## config.mk

```make
export PLATFORM = sky130hd
export DESIGN_NAME = handshake_scheduler
export DESIGN_NICKNAME = d
export VERILOG_FILES = /design/src/rtl/NetworkPkg.sv /design/src/rtl/handshake_scheduler_counter.sv /design/src/rtl/handshake_scheduler.sv
export SDC_FILE = /design/constraint.sdc
export NUM_CORES = 1
export LEC_CHECK = 0
export CORE_ASPECT_RATIO = 1.1
export CORE_MARGIN = 1
export CORE_UTILIZATION = 57
export DETAILED_ROUTE_END_ITERATION = 10
export PLACE_DENSITY = 0.88
export SYNTH_ARGS = -nofsm -noshare
export SYNTH_HDL_FRONTEND = slang
export SYNTH_HIERARCHICAL = 1
export SYNTH_SLANG_ARGS = --single-unit
```

## constraint.sdc

```tcl
create_clock -name clk -period 2.45 [get_ports clk]
set_input_delay 0.3675 -clock clk [delete_from_list [all_inputs] [get_ports clk]]
set_output_delay 0.3675 -clock clk [all_outputs]
set_load 0.05 [all_outputs]
```

## src/rtl/NetworkPkg.sv

```systemverilog
// Shared handshake packet identifiers and scheduler state encoding.
package NetworkPkg;

  localparam logic PID_ACK = 1'b1;
  localparam logic PID_END = 1'b0;

  typedef enum logic [1:0] {
    IDLE = 2'd0,
    SEND = 2'd1,
    GAP  = 2'd2
  } hnd_sched_state_t;

  // Bits needed to hold max_val, never narrower than min_width.
  function automatic int cnt_width(input int max_val, input int min_width);
    int w;
    w = $clog2(max_val + 1);
    return (w < min_width) ? min_width : w;
  endfunction

endpackage

```

## src/rtl/handshake_scheduler_counter.sv

```systemverilog
// Free-running up counter with synchronous clear and enable.
module handshake_scheduler_counter #(
  parameter int WIDTH = 8
) (
  input  logic             clk,
  input  logic             rst,
  input  logic             clr,
  input  logic             en,
  output logic [WIDTH-1:0] count
);

  always_ff @(posedge clk) begin
    if (rst || clr) begin
      count <= '0;
    end else if (en) begin
      count <= count + WIDTH'(1);
    end
  end

endmodule

```

## src/rtl/handshake_scheduler.sv

```systemverilog
// Schedules ACK and game-end handshake packets onto a single serializer,
// enforcing an idle gap between packets and aborting stalled transmissions.
module handshake_scheduler
  import NetworkPkg::*;
#(
  parameter int GAP_CYCLES  = 16,
  parameter int END_REPEATS = 3,
  parameter int TX_TIMEOUT  = 255
) (
  input  logic       clk,
  input  logic       rst,
  input  logic       game_active,
  input  logic       req_ack,
  input  logic       req_seqNum,
  input  logic       req_end,
  input  logic       tx_ready,
  input  logic       tx_done,
  output logic       tx_start,
  output logic       tx_pid,
  output logic       tx_seqNum,
  output logic       busy,
  output logic [3:0] ack_sent_cnt,
  output logic       tx_timeout_err
);

  localparam int GW = cnt_width(GAP_CYCLES, 1);
  localparam int TW = cnt_width(TX_TIMEOUT, 1);
  localparam int EW = cnt_width(END_REPEATS, 2);

  localparam logic [GW-1:0] GAP_LAST = GW'(GAP_CYCLES - 1);
  localparam logic [TW-1:0] TO_LAST  = TW'(TX_TIMEOUT - 1);
  localparam logic [EW-1:0] END_LOAD = EW'(END_REPEATS);

  hnd_sched_state_t state, state_next;

  logic          pending_ack;
  logic          ack_seq;
  logic [EW-1:0] end_left;
  logic          pending_end;
  logic [GW-1:0] gap_cnt;
  logic [TW-1:0] to_cnt;

  logic eff_end;
  logic eff_ack;
  logic launch;
  logic launch_end;
  logic timeout;
  logic gap_done;
  logic to_en;
  logic to_clr;

  // Handshake: a packet is launched only when the serializer reports
  // tx_ready; tx_start pulses for one cycle and the packet is complete on
  // the tx_done pulse (or abandoned after TX_TIMEOUT SEND cycles).
  assign pending_end = (end_left != '0);
  assign eff_end     = pending_end | req_end;
  assign eff_ack     = pending_ack | req_ack;
  assign launch      = (state == IDLE) && game_active && (eff_end || eff_ack) && tx_ready;
  assign launch_end  = launch && eff_end;
  assign timeout     = (state == SEND) && !tx_done && (to_cnt == TO_LAST);
  assign gap_done    = (gap_cnt == GAP_LAST);
  assign to_en       = (state == SEND) && game_active;
  assign to_clr      = !to_en;

  handshake_scheduler_counter #(
    .WIDTH (TW)
  ) u_timeout_cnt (
    .clk   (clk),
    .rst   (rst),
    .clr   (to_clr),
    .en    (to_en),
    .count (to_cnt)
  );

  always_ff @(posedge clk) begin
    if (rst) begin
      state <= IDLE;
    end else begin
      state <= state_next;
    end
  end

  always_comb begin
    state_next = state;
    if (!game_active) begin
      state_next = IDLE;
    end else begin
      case (state)
        IDLE:    if (launch) state_next = SEND;
        SEND:    if (tx_done || timeout) state_next = GAP;
        GAP:     if (gap_done) state_next = IDLE;
        default: state_next = IDLE;
      endcase
    end
  end

  always_ff @(posedge clk) begin
    if (rst) begin
      tx_start       <= 1'b0;
      tx_pid         <= PID_ACK;
      tx_seqNum      <= 1'b0;
      busy           <= 1'b0;
      ack_sent_cnt   <= '0;
      tx_timeout_err <= 1'b0;
      pending_ack    <= 1'b0;
      ack_seq        <= 1'b0;
      end_left       <= '0;
      gap_cnt        <= '0;
    end else begin
      busy     <= (state_next != IDLE);
      tx_start <= launch;

      // Packet fields are frozen at launch so they stay stable through SEND.
      if (launch) begin
        tx_pid    <= launch_end ? PID_END : PID_ACK;
        tx_seqNum <= launch_end ? 1'b0 : (req_ack ? req_seqNum : ack_seq);
      end

      if (!game_active || state != GAP) begin
        gap_cnt <= '0;
      end else begin
        gap_cnt <= gap_cnt + GW'(1);
      end

      // A new request always wins over the consume on the tx_start cycle.
      if (!game_active) begin
        pending_ack <= 1'b0;
        ack_seq     <= 1'b0;
      end else if (req_ack) begin
        pending_ack <= 1'b1;
        ack_seq     <= req_seqNum;
      end else if (tx_start && tx_pid == PID_ACK) begin
        pending_ack <= 1'b0;
      end else if (timeout && tx_pid == PID_ACK) begin
        pending_ack <= 1'b1;
      end

      if (!game_active) begin
        end_left <= '0;
      end else if (req_end) begin
        end_left <= END_LOAD;
      end else if (tx_start && tx_pid == PID_END && pending_end) begin
        end_left <= end_left - EW'(1);
      end else if (timeout && tx_pid == PID_END && end_left != END_LOAD) begin
        end_left <= end_left + EW'(1);
      end

      if (!game_active) begin
        ack_sent_cnt <= '0;
      end else if (tx_start && tx_pid == PID_ACK) begin
        ack_sent_cnt <= ack_sent_cnt + 4'd1;
      end

      if (!game_active) begin
        tx_timeout_err <= 1'b0;
      end else if (timeout) begin
        tx_timeout_err <= 1'b1;
      end
    end
  end

endmodule

```

==> metrics.cfg <==
[pwr]
peakVddDrop_mv = 0.393
p_leak_nw = 0.528
p_int_w = 0.000550
p_clk_frac = 0.251
sw_frac_of_total = 0.234
pwr-share-comb = 0.091
power_frac_seq = 0.658
switchingPower_w = 0.000168
powerDensity_nw_per_um2 = 487

[clocking]
cts-root-buf = clkbuf_4
path_clk_slew_ps = 130
cts_tree = done
cts_setup_buffers = 0
clock-sinks = 28
cts_max_level = 1
clkLatencyLatePin_ps = 320
cts_resized = 0
clockBufferDepth = 2
cts_made_buffers = 3
ctsHoldBuffers = 0

[final_layout]
nNetsFinal = 171
area_growth_syn_to_layout_pct = 15.6
drive_gt1_frac = 0.0764
num_antenna_cells = 0

[global_routing]
grt_pass1_wl_um = 3600
grt_overflow = 0
grt_max_degree = 15
grt_pass1_vias = 901
antenna_found_initial = 0
grt_use_total = 0.212

[setup_path]
crit_slowest_cell = clkdlybuf4s50_1
worstPathMaxFanout = 10
cp-start-kind = flop
worstPathRequired_ps = 2080
critPathKind = reg2out
max_stage_delay_ps = 860
cp.buffers_inverters = 1
crit_chain = clkdlybuf4s50_1
end_kind = output pin
cp_top_family = buffers and inverters
cp.arrival_ps = 1700

[place]
io_buffer_count = 16
place.gp.congestion = 0.760
post-place-ws_ps = 467
dp_hpwl_um = 1650

[die]
std_cell_rows = 17
die_h_um = 51.6
initial_core_util = 0.618
die_area_sq_um = 2430
design.core.area_sq_um = 2060
num_io_pins = 17
die_w_um = 47.1

[routing]
route.detailed.drc = 0
dr.pass1.iters = 4
drt-wirelength-per-cell_um = 11.8
routed_wl_um = 2180
num_vias = 1020
first_iter_violations = 16
vias_per_cell = 5.51
ant_nets = 0

[synth]
synth_fp_nets = 153
syn_inst = 141
yosysTopAreaCell = dfxtp_1
yosys_register_bits = 28
ys_types = 35
yosys-top-cells-area = dfxtp_1 (44%), nor2_1 (6.2%), a21oi_1 (5.1%), xor2_1 (4.1%), ha_1 (3.9%)
ys.warnings.count = 6
avgSynthCellArea_sq_um = 9.04
seq_area_frac_synth = 0.440
syn-cell-area_sq_um = 1270
synth_edf_count = 0
synth_most_common_cell = dfxtp_1
synth-async-reset-ratio = 0
synth_top_area_share = 0.440
ys_dominant_reg_cell = dfxtp_1
synthTopCellsByCount = dfxtp_1 (28), nor2_1 (21), a21oi_1 (13)

[sta]
drv_slew = 0
setup_ws_ps = 381
fmax_ghz = 0.483
min_period_ps = 2070
worstMarginPinSlew_ps = 634
final-hold-violation-count = 0
slew_headroom = 0.573
fin_skew_ps = 3.81
fin_crit_sh = 0.844
rsz0062_at_grt = false
tns_ps = 0
setup_violations = 0

[min_path]
hp-class = reg2reg

[outcome]
status = completed

[run]
cap_violations = 0

## metrics by stage
stage | hold WS (ps) | instances | util | cell area (sq um) | power, W
CTS | 460 | 185 | 0.714 | 1470 | 0.000727
finish | 454 | 185 | 0.714 | 1470 | 0.000717
floorplan | 418 | 141 | - | 1270 | 0.000521
global placement | 431 | 182 | 0.703 | 1450 | 0.000546
global route | 495 | 185 | 0.714 | 1470 | 0.000753
detailed placement | 437 | 182 | 0.703 | 1450 | 0.000548
## sequential cells by signal (all words and copies together), names as in the netlist, 2 cells and up
signal,count
ack_sent_cnt,4
u_timeout_cnt/count,8
state,2
gap_cnt,5
end_left,2
## path summary, 6_finish.rpt
path	cells after the start	startpoint	end	slack (ps)
max	1	tx_pid	tx_pid	380
min	1	gap_cnt[0]	gap_cnt[0]	450
max reg2reg	6	state[0]	u_timeout_cnt/count[5]	680
min reg2reg	1	gap_cnt[0]	gap_cnt[0]	450
## per-layer routing
metal  global-route usage  part of all wire
met5                    0                 0
met4                0.124             0.022
met3               0.0417             0.023
met2                0.359              0.52
met1                0.237              0.44
## power groups by stage
stage	logic (W)	registers, W	clock network, W
floorplan	0.0000298	0.000491	0
global placement	0.0000647	0.000482	0
detailed placement	0.0000651	0.000482	0
CTS	0.0000655	0.000472	0.000189
global route	0.0000710	0.000474	0.000208
finish	0.0000654	0.000472	0.000180
## logic make-up after synthesis
logic type | count (synthesis) | synth area share
xor+xnor | 8 | 0.0550
compound gates | 25 | 0.127
fa+ha+maj | 4 | 0.0393
buf+inv | 10 | 0.0383
mux | 2 | 0.0157
simple gates | 64 | 0.286
flops | 28 | 0.440
## layout by cell type, fill, tap and decap left out, types with 4 or more instances in the layout
cell type	netlist	layout
nand2_1	8	8
o21ai_0	6	6
nand3_1	6	6
nand2b_1	5	5
clkdlybuf4s50_1	0	16
nor2_1	21	21
inv_1	6	6
or3_1	4	4
ha_1	4	4
a21oi_1	13	13
xor2_1	6	6
dfxtp_1	28	28
## cell type report
type                            count  area, sq um
Multi-Input combinational cell    103          666
Timing Repair Buffer               17          168
Inverter                            6         22.5
Fill cell                         163          589
Clock buffer                        3         22.5
Tap cell                           28         35.0
Sequential cell                    28          561
Power figures use the tool's default switching activity.
==> patch (config.mk and constraints unchanged) <==
Set the parameter `TX_TIMEOUT` to 510 (it was 255).
--- a/src/rtl/handshake_scheduler.sv
+++ b/src/rtl/handshake_scheduler.sv
@@ -5,7 +5,7 @@
 #(
   parameter int GAP_CYCLES  = 16,
   parameter int END_REPEATS = 3,
-  parameter int TX_TIMEOUT  = 255
+  parameter int TX_TIMEOUT  = 510
 ) (
   input  logic       clk,
   input  logic       rst,
Check against the original RTL: same outputs for any inputs over 10 cycles, from zero or initial values and one cycle with rst high; that may be too few to reach the edited logic, so the function may still have changed.
==> patch against the original RTL <==
Routed wire length up 20%. Die area down 1.1%. Sequential cell count up 1. Power up 16%. Cell area up 1.4%. Worst setup slack better by 11 ps. Worst hold slack better by 4.9 ps. Clock power up 62%. Synthesized area down 1.2%.
==> patch: results (changes against the original RTL) <==
metric	value	unit	change
number of buffers inserted during clock tree synthesis	5		was 3
Clock Path Buffers	2		unchanged
outcome	finished clean		unchanged
post-synthesis mux area share	0.0169		was 0.0157
count of routing violations after the opening detailed-route iteration	33		was 16
vias after detailed routing	1076		was 1,020
leakage power figure	0.538	nW	was 0.528 nW
root buf cell	clkbuf_4		unchanged
number of gates resized after cts	0		unchanged
area fraction in compound gates after synthesis	0.112		was 0.127
gate family responsible for the most delay along the worst path	buffers and inverters		unchanged
cell count after placement	178		was 182
Vias/cell	5.82		was 5.51
number of warning messages in the yosys log	6		unchanged
ratio of cells with drive above 1 in the final layout	0.0764		unchanged
nets in the synthesized netlist	149		was 153
Syn Inst Count	137		was 141
number of synthesized flops with an enable pin	0		unchanged
total placed instance area	1440	sq um	was 1450 sq um
count of port buffers added during placement	16		unchanged
antenna violations before repair	0		unchanged
worst stage delay on the critical path	860	ps	about the same
post-CTS setup buffers	0		unchanged
Detail Placement HPWL	1.93	mm	was 1.65 mm
list of most frequent post-synthesis cells	dfxtp_1 (29), nor2_1 (20), a21oi_1 (12)		was dfxtp_1 (28), nor2_1 (21), a21oi_1 (13)
depth of the CTS H-tree	2		was 1
total iterations of the first detailed-routing run	4		unchanged
clock skew	7.77	ps	was 3.81 ps
Post-Synth Adder-Cell Area	0.0397		was 0.0393
wire length of the first global-routing pass	4.49	mm	was 3.60 mm
maximum fanout along the worst path	8		was 10
RD Place Congestion	0.747		was 0.760
count of cell types in the netlist	34		was 35
vias in the first global route	1033		was 901
sequential-to-total area share from yosys stat	0.461		was 0.440
clock slew at the register clock pins of the worst setup and hold paths	80	ps	was 130 ps
Ant. Diodes	0		unchanged
worst-case vdd ir drop	0.578	mV	was 0.393 mV
clock latency on the worst-skew pair	330	ps	
final net count	169		was 171
Max stage delay cell, worst path	clkdlybuf4s50_1		unchanged
xor and xnor area share after synthesis	0.0556		was 0.0550
most area-consuming cells after synthesis	dfxtp_1 (46%), nor2_1 (6.0%), a21oi_1 (4.8%)		was dfxtp_1 (44%), nor2_1 (6.2%), a21oi_1 (5.1%)
final wirelength	2.61	mm	was 2.18 mm
largest net degree at the start of global routing	11		was 15
proportion of register bits with asynchronous set or reset after synthesis	0		unchanged
transition time of the tightest slew-check pin	520	ps	was 634 ps
top flop regs	u_timeout_cnt/count (9), gap_cnt (5), ack_sent_cnt (4)		was u_timeout_cnt/count (8), gap_cnt (5), ack_sent_cnt (4)
signal arrival time at the worst endpoint	1690	ps	
aggregate global-route resource usage	0.271		was 0.212
Hold Path Class	flip-flop to flip-flop		unchanged
## patch: logic make-up after synthesis
group	after synthesis
compound gates	24
flops	29
buf+inv	7
fa+ha+maj	4
xor+xnor	8
mux	2
simple gates	63
## patch: where the power goes
group	leakage, nW	internal (W)	switching (W)	total [W]
Combinational	0.272	0.0000268	0.0000312	0.0000580
Clock	0.0314	0.000135	0.000156	0.000291
Sequential	0.235	0.000478	0.00000753	0.000485
## patch: worst paths after layout
kind | cells after the start | slack, ps | to | start
max reg2reg | 5 | 800 | end_left[0]$_SDFFE_PP0P_ | u_timeout_cnt/count[3]$_SDFFE_PP0P_
min | 1 | 460 | gap_cnt[0]$_SDFF_PP0_ | gap_cnt[0]$_SDFF_PP0_
max | 1 | 390 | tx_pid | tx_pid$_SDFFE_PP1P_
min reg2reg | 1 | 460 | gap_cnt[0]$_SDFF_PP0_ | gap_cnt[0]$_SDFF_PP0_
## patch: through the flow
stage | utilization | setup WS (ps) | total power [W] | hold slack (ps)
detailed placement | 0.705 | 442 | 0.000553 | 447
CTS | 0.732 | 394 | 0.000842 | 464
finish | 0.732 | 392 | 0.000834 | 459
floorplan | - | 957 | 0.000528 | 418
global route | 0.732 | 316 | 0.000870 | 493
global placement | 0.705 | 507 | 0.000551 | 429
## patch: metal layers
| metal | routed length [um] | vias up | GRT usage |
|---|---|---|---|
| met4 | 85 | 0 | 0.167 |
| met1 | 1080 | 513 | 0.292 |
| met5 | 0 | - | 0 |
| li1 | - | 525 | - |
| met2 | 1320 | 27 | 0.438 |
| met3 | 125 | 11 | 0.0919 |
## patch: area by class of cell
cell class | instances | area (sq um)
multi-input combinational | 101 | 644
inverter | 3 | 11.3
tap | 28 | 35.0
clock buffer | 7 | 55.1
timing repair buffer | 17 | 168
sequential | 29 | 581
fill | 167 | 548
